$ cat config.mk
export PLATFORM = sky130hd
export DESIGN_NAME = rf_wr_arbiter_flat
export DESIGN_NICKNAME = d
export VERILOG_FILES = /design/src/rtl/rf_wr_arbiter_if.sv /design/src/rtl/rf_wr_arbiter.sv /design/src/flat_wrapper.sv
export SDC_FILE = /design/constraint.sdc
export NUM_CORES = 1
export LEC_CHECK = 0
export BUFFER_PORTS_ARGS = -buffer_cell sky130_fd_sc_hd__buf_2
export CORE_UTILIZATION = 42
export DETAILED_ROUTE_END_ITERATION = 8
export PLACE_DENSITY = 0.66
export RECOVER_POWER = 100
export SLEW_MARGIN = 20
export SYNTH_ARGS = -nofsm -noshare
export SYNTH_HDL_FRONTEND = slang
export SYNTH_SLANG_ARGS = --single-unit
$ cat constraint.sdc
create_clock -name clk -period 8.2 [get_ports clk]
set_clock_uncertainty 0.15 [all_clocks]
set_input_delay 0.82 -clock clk [delete_from_list [all_inputs] [get_ports clk]]
set_output_delay 0.82 -clock clk [all_outputs]
set_load 0.02 [all_outputs]
$ cat src/rtl/rf_wr_arbiter_if.sv
// rf_wr_arbiter_if: writeback, MDU result and register-file write port bundle; slave = arbiter side, master = driver side
interface rf_wr_arbiter_if #(parameter int XLEN = 64);
  logic            wb_valid_i;
  logic            wb_rd_wren_i;
  logic [4:0]      wb_rd_idx_i;
  logic [XLEN-1:0] wb_rd_data_i;
  logic            wb_stall_o;
  logic            mdu_valid_i;
  logic            mdu_ready_o;
  logic [4:0]      mdu_rd_idx_i;
  logic [XLEN-1:0] mdu_rd_data_i;
  logic            rf_wren_o;
  logic [4:0]      rf_idx_o;
  logic [XLEN-1:0] rf_data_o;
  logic            mdu_pending_o;
  modport slave (
    input  wb_valid_i, wb_rd_wren_i, wb_rd_idx_i, wb_rd_data_i,
    input  mdu_valid_i, mdu_rd_idx_i, mdu_rd_data_i,
    output wb_stall_o, mdu_ready_o, rf_wren_o, rf_idx_o, rf_data_o, mdu_pending_o
  );
  modport master (
    output wb_valid_i, wb_rd_wren_i, wb_rd_idx_i, wb_rd_data_i,
    output mdu_valid_i, mdu_rd_idx_i, mdu_rd_data_i,
    input  wb_stall_o, mdu_ready_o, rf_wren_o, rf_idx_o, rf_data_o, mdu_pending_o
  );
endinterface

$ cat src/rtl/rf_wr_arbiter.sv
// rf_wr_arbiter: shares the register-file write port between WB and a 2-entry MDU result buffer (clk, rst_n sync active-low, bus = rf_wr_arbiter_if.slave)
module rf_wr_arbiter #(
  parameter int XLEN         = 64,
  parameter int STARVE_LIMIT = 4
) (
  input logic            clk,
  input logic            rst_n,
  rf_wr_arbiter_if.slave bus
);
  typedef enum logic {WB_PRI, MDU_FORCE} state_t;
  state_t          state, state_nx;
  logic [1:0]      live;
  logic [4:0]      idx [2];
  logic [XLEN-1:0] data [2];
  logic            wp, rp;
  logic [1:0]      cnt, cnt_nx;
  logic [3:0]      starve;
  logic            wb_req, head_valid, head_live, force_pop, mdu_grant, wb_grant, push, pop, push_live;
  always_comb begin
    wb_req     = bus.wb_valid_i & bus.wb_rd_wren_i & (bus.wb_rd_idx_i != 5'd0);
    head_valid = cnt != 2'd0;
    head_live  = live[rp];
    force_pop  = head_live & (state == MDU_FORCE | cnt == 2'd2 | starve == 4'(STARVE_LIMIT));
    mdu_grant  = head_live & (force_pop | ~wb_req);
    wb_grant   = wb_req & ~mdu_grant;
    pop        = head_valid & (mdu_grant | ~head_live);
    push       = bus.mdu_valid_i & bus.mdu_ready_o;
    push_live  = (bus.mdu_rd_idx_i != 5'd0) & ~(wb_grant & bus.mdu_rd_idx_i == bus.wb_rd_idx_i);
    cnt_nx     = cnt + {1'b0, push} - {1'b0, pop};
    state_nx   = state == WB_PRI ? (force_pop ? MDU_FORCE : WB_PRI)
               : ((cnt_nx == 2'd2 || (head_valid && !head_live)) ? MDU_FORCE : WB_PRI);
  end
  assign bus.wb_stall_o    = wb_req & mdu_grant;
  assign bus.mdu_ready_o   = cnt != 2'd2;
  assign bus.mdu_pending_o = |live;
  always_ff @(posedge clk) begin
    if (!rst_n) begin
      state         <= WB_PRI;
      cnt           <= 2'd0;
      wp            <= 1'b0;
      rp            <= 1'b0;
      starve        <= 4'd0;
      live          <= 2'b00;
      bus.rf_wren_o <= 1'b0;
      bus.rf_idx_o  <= 5'd0;
      bus.rf_data_o <= '0;
    end else begin
      state  <= state_nx;
      cnt    <= cnt_nx;
      wp     <= wp ^ push;
      rp     <= rp ^ pop;
      starve <= pop ? 4'd0 : (head_live && starve != 4'(STARVE_LIMIT)) ? starve + 4'd1 : starve;
      for (int i = 0; i < 2; i++)
        if (wb_grant && idx[i] == bus.wb_rd_idx_i) live[i] <= 1'b0;
      if (pop) live[rp] <= 1'b0;
      if (push) begin
        live[wp] <= push_live;
        idx[wp]  <= bus.mdu_rd_idx_i;
        data[wp] <= bus.mdu_rd_data_i;
      end
      bus.rf_wren_o <= wb_grant | mdu_grant;
      if (wb_grant | mdu_grant) begin
        bus.rf_idx_o  <= wb_grant ? bus.wb_rd_idx_i : idx[rp];
        bus.rf_data_o <= wb_grant ? bus.wb_rd_data_i : data[rp];
      end
    end
  end
endmodule

$ cat src/flat_wrapper.sv
// flat-port wrapper written by rule: the top's interface ports become plain ports
module rf_wr_arbiter_flat 
#(
  parameter int XLEN         = 64,
  parameter int STARVE_LIMIT = 4
)
  (clk, rst_n, bus_wb_valid_i, bus_wb_rd_wren_i, bus_wb_rd_idx_i, bus_wb_rd_data_i, bus_mdu_valid_i, bus_mdu_rd_idx_i, bus_mdu_rd_data_i, bus_wb_stall_o, bus_mdu_ready_o, bus_rf_wren_o, bus_rf_idx_o, bus_rf_data_o, bus_mdu_pending_o);
  rf_wr_arbiter_if #(.XLEN(XLEN)) bus_i ();
  input logic clk;
  input logic rst_n;
  input wire logic [$bits(bus_i.wb_valid_i)-1:0] bus_wb_valid_i;
  input wire logic [$bits(bus_i.wb_rd_wren_i)-1:0] bus_wb_rd_wren_i;
  input wire logic [$bits(bus_i.wb_rd_idx_i)-1:0] bus_wb_rd_idx_i;
  input wire logic [$bits(bus_i.wb_rd_data_i)-1:0] bus_wb_rd_data_i;
  input wire logic [$bits(bus_i.mdu_valid_i)-1:0] bus_mdu_valid_i;
  input wire logic [$bits(bus_i.mdu_rd_idx_i)-1:0] bus_mdu_rd_idx_i;
  input wire logic [$bits(bus_i.mdu_rd_data_i)-1:0] bus_mdu_rd_data_i;
  output wire logic [$bits(bus_i.wb_stall_o)-1:0] bus_wb_stall_o;
  output wire logic [$bits(bus_i.mdu_ready_o)-1:0] bus_mdu_ready_o;
  output wire logic [$bits(bus_i.rf_wren_o)-1:0] bus_rf_wren_o;
  output wire logic [$bits(bus_i.rf_idx_o)-1:0] bus_rf_idx_o;
  output wire logic [$bits(bus_i.rf_data_o)-1:0] bus_rf_data_o;
  output wire logic [$bits(bus_i.mdu_pending_o)-1:0] bus_mdu_pending_o;
  assign bus_i.wb_valid_i = bus_wb_valid_i;
  assign bus_i.wb_rd_wren_i = bus_wb_rd_wren_i;
  assign bus_i.wb_rd_idx_i = bus_wb_rd_idx_i;
  assign bus_i.wb_rd_data_i = bus_wb_rd_data_i;
  assign bus_i.mdu_valid_i = bus_mdu_valid_i;
  assign bus_i.mdu_rd_idx_i = bus_mdu_rd_idx_i;
  assign bus_i.mdu_rd_data_i = bus_mdu_rd_data_i;
  assign bus_wb_stall_o = bus_i.wb_stall_o;
  assign bus_mdu_ready_o = bus_i.mdu_ready_o;
  assign bus_rf_wren_o = bus_i.rf_wren_o;
  assign bus_rf_idx_o = bus_i.rf_idx_o;
  assign bus_rf_data_o = bus_i.rf_data_o;
  assign bus_mdu_pending_o = bus_i.mdu_pending_o;
  rf_wr_arbiter #(.XLEN(XLEN), .STARVE_LIMIT(STARVE_LIMIT)) u_core (.clk(clk), .rst_n(rst_n), .bus(bus_i));
endmodule
### Yosys cells after proc, flatten, opt, wreduce, memory -nomap -nowiden

Memories as Yosys holds them, arrays and structs flattened. A register that Yosys moved wholly into a read port is not among the register bits.
Cells that the tools add are included.

* register bits after elaboration: 81
* bits in writable memories: 138
* bits of input ports: 143
* output and inout bits: 73
* logic and storage cells: 87
* memories: 2

* add/sub/neg operators: 3
* order comparisons: 4
* eq/ne operators: 8
* muxes and demuxes: 24
* bitwise logic cells: 24
* reductions and logical operators: 13

Memories
* u_core.data: words 2, bits a word 64, read ports 1, clocked after memory_dff 1, write ports 1, RTL line rf_wr_arbiter.sv:14 `logic [XLEN-1:0] data [2];`
* u_core.idx: words 2, bits a word 5, read ports 3, clocked after memory_dff 1, write ports 1, RTL line rf_wr_arbiter.sv:13 `logic [4:0] idx [2];`

Operators by type and width (number)
* $mux 64: 1
* $mux 1: 16
* $eq 5x5->1: 3
* $and 1x1->1: 10
* $reduce_bool 5->1: 2
* $logic_and 1x1->1: 6
* $mux 2: 3
* $mux 5: 1
* $not 1->1: 5
* $or 1x1->1: 5
* $add 4x1->4 const B: 1
* $eq 2x2->1 const B: 2
* $eq 4x3->1 const B: 1
* $lt 1x2->1 const B: 2
* $ne 4x3->1 const B: 1
* $reduce_or 2->1: 2
* $add 2x1->2: 1
* $and 2x2->2: 1
* $bwmux 2: 1
* $demux 1 s1: 2
* $ge 1x1->1 const B: 2
* $ne 2x2->1 const B: 1
* $not 2->2: 1
* $reduce_bool 2->1: 1
* other kinds (4): 5

### Longest topological paths before layout

* depth after elaboration: 16
* mapped depth: 12
* gate-level depth less buffers: 12

### Worst setup path after synthesis

OpenSTA, ideal clock, no wires.

* kind: input to register
* start point: input port rst_n
* end point: memory u_core.data[0][0] (enable)
* library setup time: 0.496 ns
* arrival time: 4.292 ns
* required time: 7.554 ns
* path slack: 3.262 ns
* stages on the path: 4
* path buffers: 2
* cells stage by stage: clkbuf_1 > clkbuf_1 > nand2_1 > nor2_1

* word-level cells in the longest chain between the ends: 2

RTL lines
* from (decl): RTL line flat_wrapper.sv:10 `input logic rst_n;`
* $mux 1: RTL line rf_wr_arbiter.sv:37 `if (!rst_n) begin`
* $mux 1 (not written as such): RTL line rf_wr_arbiter.sv:59 `data[wp] <= bus.mdu_rd_data_i;`
* to (decl): RTL line rf_wr_arbiter.sv:14

No other way between the ends.

### Worst setup path in the final report

* start point: input port rst_n
* end point: memory u_core.data[1][32] (enable)

Same word-level chain as after synthesis.

==> results.json <==
{
  "routed_wl_um": 19300,
  "synth.yosys.warnings": 0,
  "switching_share_pct": 29.0,
  "ir_worst_vdd_v": 0.000165,
  "clk_pin_slew_worst_paths_ns": 0.06,
  "finalWeightedCongestion": 0.756,
  "syn2layout_area_growth_pct": 21.3,
  "first_global_vias": 5825,
  "inserted_diodes": 0,
  "crit_path_start_kind": "input port",
  "power.density_nw_per_um2": 296,
  "grt_first_pass_wirelength_um": 29100,
  "die-height_um": 144,
  "detail_route.drc_violations": 0,
  "postSynthAreaPerCell_sq_um": 15.4,
  "regToRegStartpoint": "u_core.cnt[0]$_SDFF_PN0_",
  "clk_buf_depth": 3,
  "whs_path_depth": 1,
  "ys_ff_latch": 220,
  "run_status": "complete, but fails checks",
  "antenna_found_initial": 0,
  "synth_seq_area_share_pct": 67.9,
  "avgRoutedWirePerCell_um": 18.5,
  "fmaxAchievable_ghz": 0.203,
  "initial_cell_density_of_the_core_pct": 43.3,
  "worst_hold_path.endpoint": "u_core.data[0][62]$_DFFE_PP_",
  "num_rows": 51,
  "grt_setup_unrepaired": "false",
  "postLayoutCoreUtil_pct": 52.6,
  "cts_setup_buffers": 0,
  "detail_route.first_pass.iterations": 6,
  "leakage_nw": 3.64,
  "core_area_sq_um": 19700,
  "tritoncts_clock_tree": "yes",
  "num_io_pins": 216,
  "netlist.top_cell.by_area": "edfxtp_1",
  "post-route-period-util_pct": 60.2,
  "p_seq_share_pct": 46.9,
  "via_per_inst": 5.38,
  "cts_sink_count": 220,
  "final-max-slew-violation-count": 152,
  "intPower_mw": 2.17,
  "tightest_slew_ns": 3.04,
  "ant_nets": 0,
  "max_cap_violations": 2,
  "fillerInstances": 1766,
  "final_total_negative_setup_slack_ns": 0,
  "timing.final.setup_violations": 0,
  "timing.reg2reg.setup_slack_ns": 5.16,
  "timing_worst_setup_path_type": "input port to flop",
  "violations": "capacitance limit, slew limit",
  "count_of_cell_types_in_the_netlist": 40,
  "finalWorstPathRequiredPeriod_ns": 4.94,
  "endpoint_kind": "flop",
  "timing_hold_violations_final": 0,
  "num-nets-final": 906,
  "reg2reg_to": "u_core.data[1][32]$_DFFE_PP_",
  "dr_iter_0_viols": 402,
  "kind_of_path_behind_the_tightest_hold_check": "input port to flop",
  "final_cell_mix": "edfxtp_1, buf_2, clkbuf_1",
  "slew-limit-headroom_pct": -103,
  "route.vias.total": 5595,
  "reg2reg_depth": 6,
  "die_width_um": 144,
  "cts-htree-levels": 1,
  "ctsHoldBuffers": 0,
  "synth.top_cells.by_area": "edfxtp_1, dfxtp_1, mux2_2",
  "synthesis.area_sq_um": 8520,
  "number_of_buffers_created_by_cts": 23,
  "critPathRequiredTime_ns": 8.13,
  "post_cts_resize_count": 0,
  "layout.cells.most_common": "edfxtp_1",
  "hp-start": "bus_mdu_rd_data_i[62]",
  "cp_data_arrival_time_ns": 4.87,
  "clock_power_share_pct": 31.2,
  "buffer_ports.inserted": 215,
  "grt_use_total_pct": 18.0,
  "clk-insertion-delay-late_ns": 0.51,
  "overflow": 0,
  "syn_nets": 701,
  "dieArea_sq_um": 20900,
  "layout-drive-gt1-share_pct": 29.2,
  "clk_tree_root_cell": "clkbuf_16",
  "pwr-share-comb_pct": 21.9,
  "switchingPower_mw": 0.885,
  "synth_top_area_share_pct": 48.7,
  "worst-path-max-fanout": 81,
  "syn_inst": 554,
  "largest_net_degree_at_the_start_of_global_routing": 82,
  "detailedPlacementHpwl_um": 12000
}
==> cells in the mapped netlist <==
library cell    n
a21oi_1         2
a21oi_4         1
a221o_1         1
a222oi_1       69
a31oi_1         1
a41o_1          1
and2_1          4
and3b_1         1
buf_2          19
buf_4           1
buf_6           3
clkbuf_1       18
dfxtp_1        82
edfxtp_1      138
ha_1            4
inv_1           7
mux2_2         70
mux2i_1         1
nand2_1         5
nand2b_1        2
nand3_1         7
nand3b_1        1
nand4_1         1
nor2_1          6
nor2_2          1
nor2b_1        71
nor3_1          3
o211a_1         1
o211ai_1        1
o21a_1          3
o21ai_1         1
o221ai_1        1
o2bb2ai_2       1
o311a_4         1
o32ai_2         1
or2_2           1
or3_1           2
or4_1           1
xnor2_1        11
xor2_1          9
==> cells by family after synthesis <==
group,share of synthesized area (%)
fa+ha+maj,0.588
simple gates,7.37
buf+inv,2.70
mux,9.37
compound gates,9.98
xor+xnor,2.06
flops,67.9
==> worst max-delay path by stage <==
stage / from / slack [ns] / cells after the start / to
after floorplan: rst_n / 3.26 / 4 / u_core.data[0][0]$_DFFE_PP_
after global placement: bus_wb_rd_idx_i[1] / 4.82 / 11 / u_core.state$_SDFF_PN0_
after detailed placement: bus_wb_rd_idx_i[1] / 4.70 / 11 / u_core.state$_SDFF_PN0_
after CTS: u_core.starve[0]$_SDFFE_PP0P_ / 5.17 / 7 / bus_wb_stall_o
after global routing: rst_n / 2.81 / 5 / u_core.data[1][19]$_DFFE_PP_
final: rst_n / 3.26 / 5 / u_core.data[1][32]$_DFFE_PP_
==> power by group through the flow <==
stage / combinational [mW] / clock, mW / sequential (mW)
after global placement: 0.667 / 0 / 1.44
after floorplan: 0.469 / 0 / 1.46
final: 0.670 / 0.953 / 1.43
after CTS: 0.698 / 0.974 / 1.43
after global routing: 0.729 / 1.02 / 1.45
after detailed placement: 0.694 / 0 / 1.46
==> per-stage QoR <==
stage / hold WS [ns] / std cells / power, mW / area [sq um] / setup slack, ns
4_1_cts: 0.330 / 1039 / 3.10 / 10500 / 5.17
3_3_place_gp: 0.297 / 999 / 2.11 / 9780 / 4.82
2_1_floorplan: 0.290 / 554 / 1.93 / 8520 / 3.26
5_1_grt: 0.335 / 1039 / 3.20 / 10300 / 2.81
3_5_place_dp: 0.344 / 999 / 2.15 / 9780 / 4.70
6_report: 0.352 / 1039 / 3.05 / 10300 / 3.26
==> registers in the layout (all words and copies together) (netlist names), named ones only <==
signal                count
u_core.bus.rf_data_o     64
u_core.state              1
u_core.cnt                2
u_core.live               2
u_core.idx               10
u_core.starve             4
u_core.bus.rf_idx_o       5
u_core.rp                 1
u_core.bus.rf_wren_o      1
u_core.data             128
u_core.wp                 1
==> metal layers <==
layer	GRT usage [%]	vias to the layer above	part of all wire [%]
met5	0	-	0
li1	-	2592	-
met1	20.9	2776	40
met3	4.01	35	7.0
met4	5.71	0	2.1
met2	32.9	192	50
==> final cells by class <==
class | count | area, sq um | area share (%)
sequential | 220 | 5790 | 56.1
multi-input combinational | 286 | 2510 | 24.3
timing repair buffer | 221 | 988 | 9.57
clock buffer | 36 | 664 | 6.43
tap | 265 | 332 | 3.21
inverter | 7 | 26.3 | 0.254
clock inverter | 4 | 21.3 | 0.206
==> critical path, cell delays in order <==
cell and delay, ns:
buf_2 0.07, clkbuf_1 2.14, nand3_1 0.27, clkinv_1 0.11, clkbuf_2 1.39
Note: power is estimated with default switching activity, not from simulation.
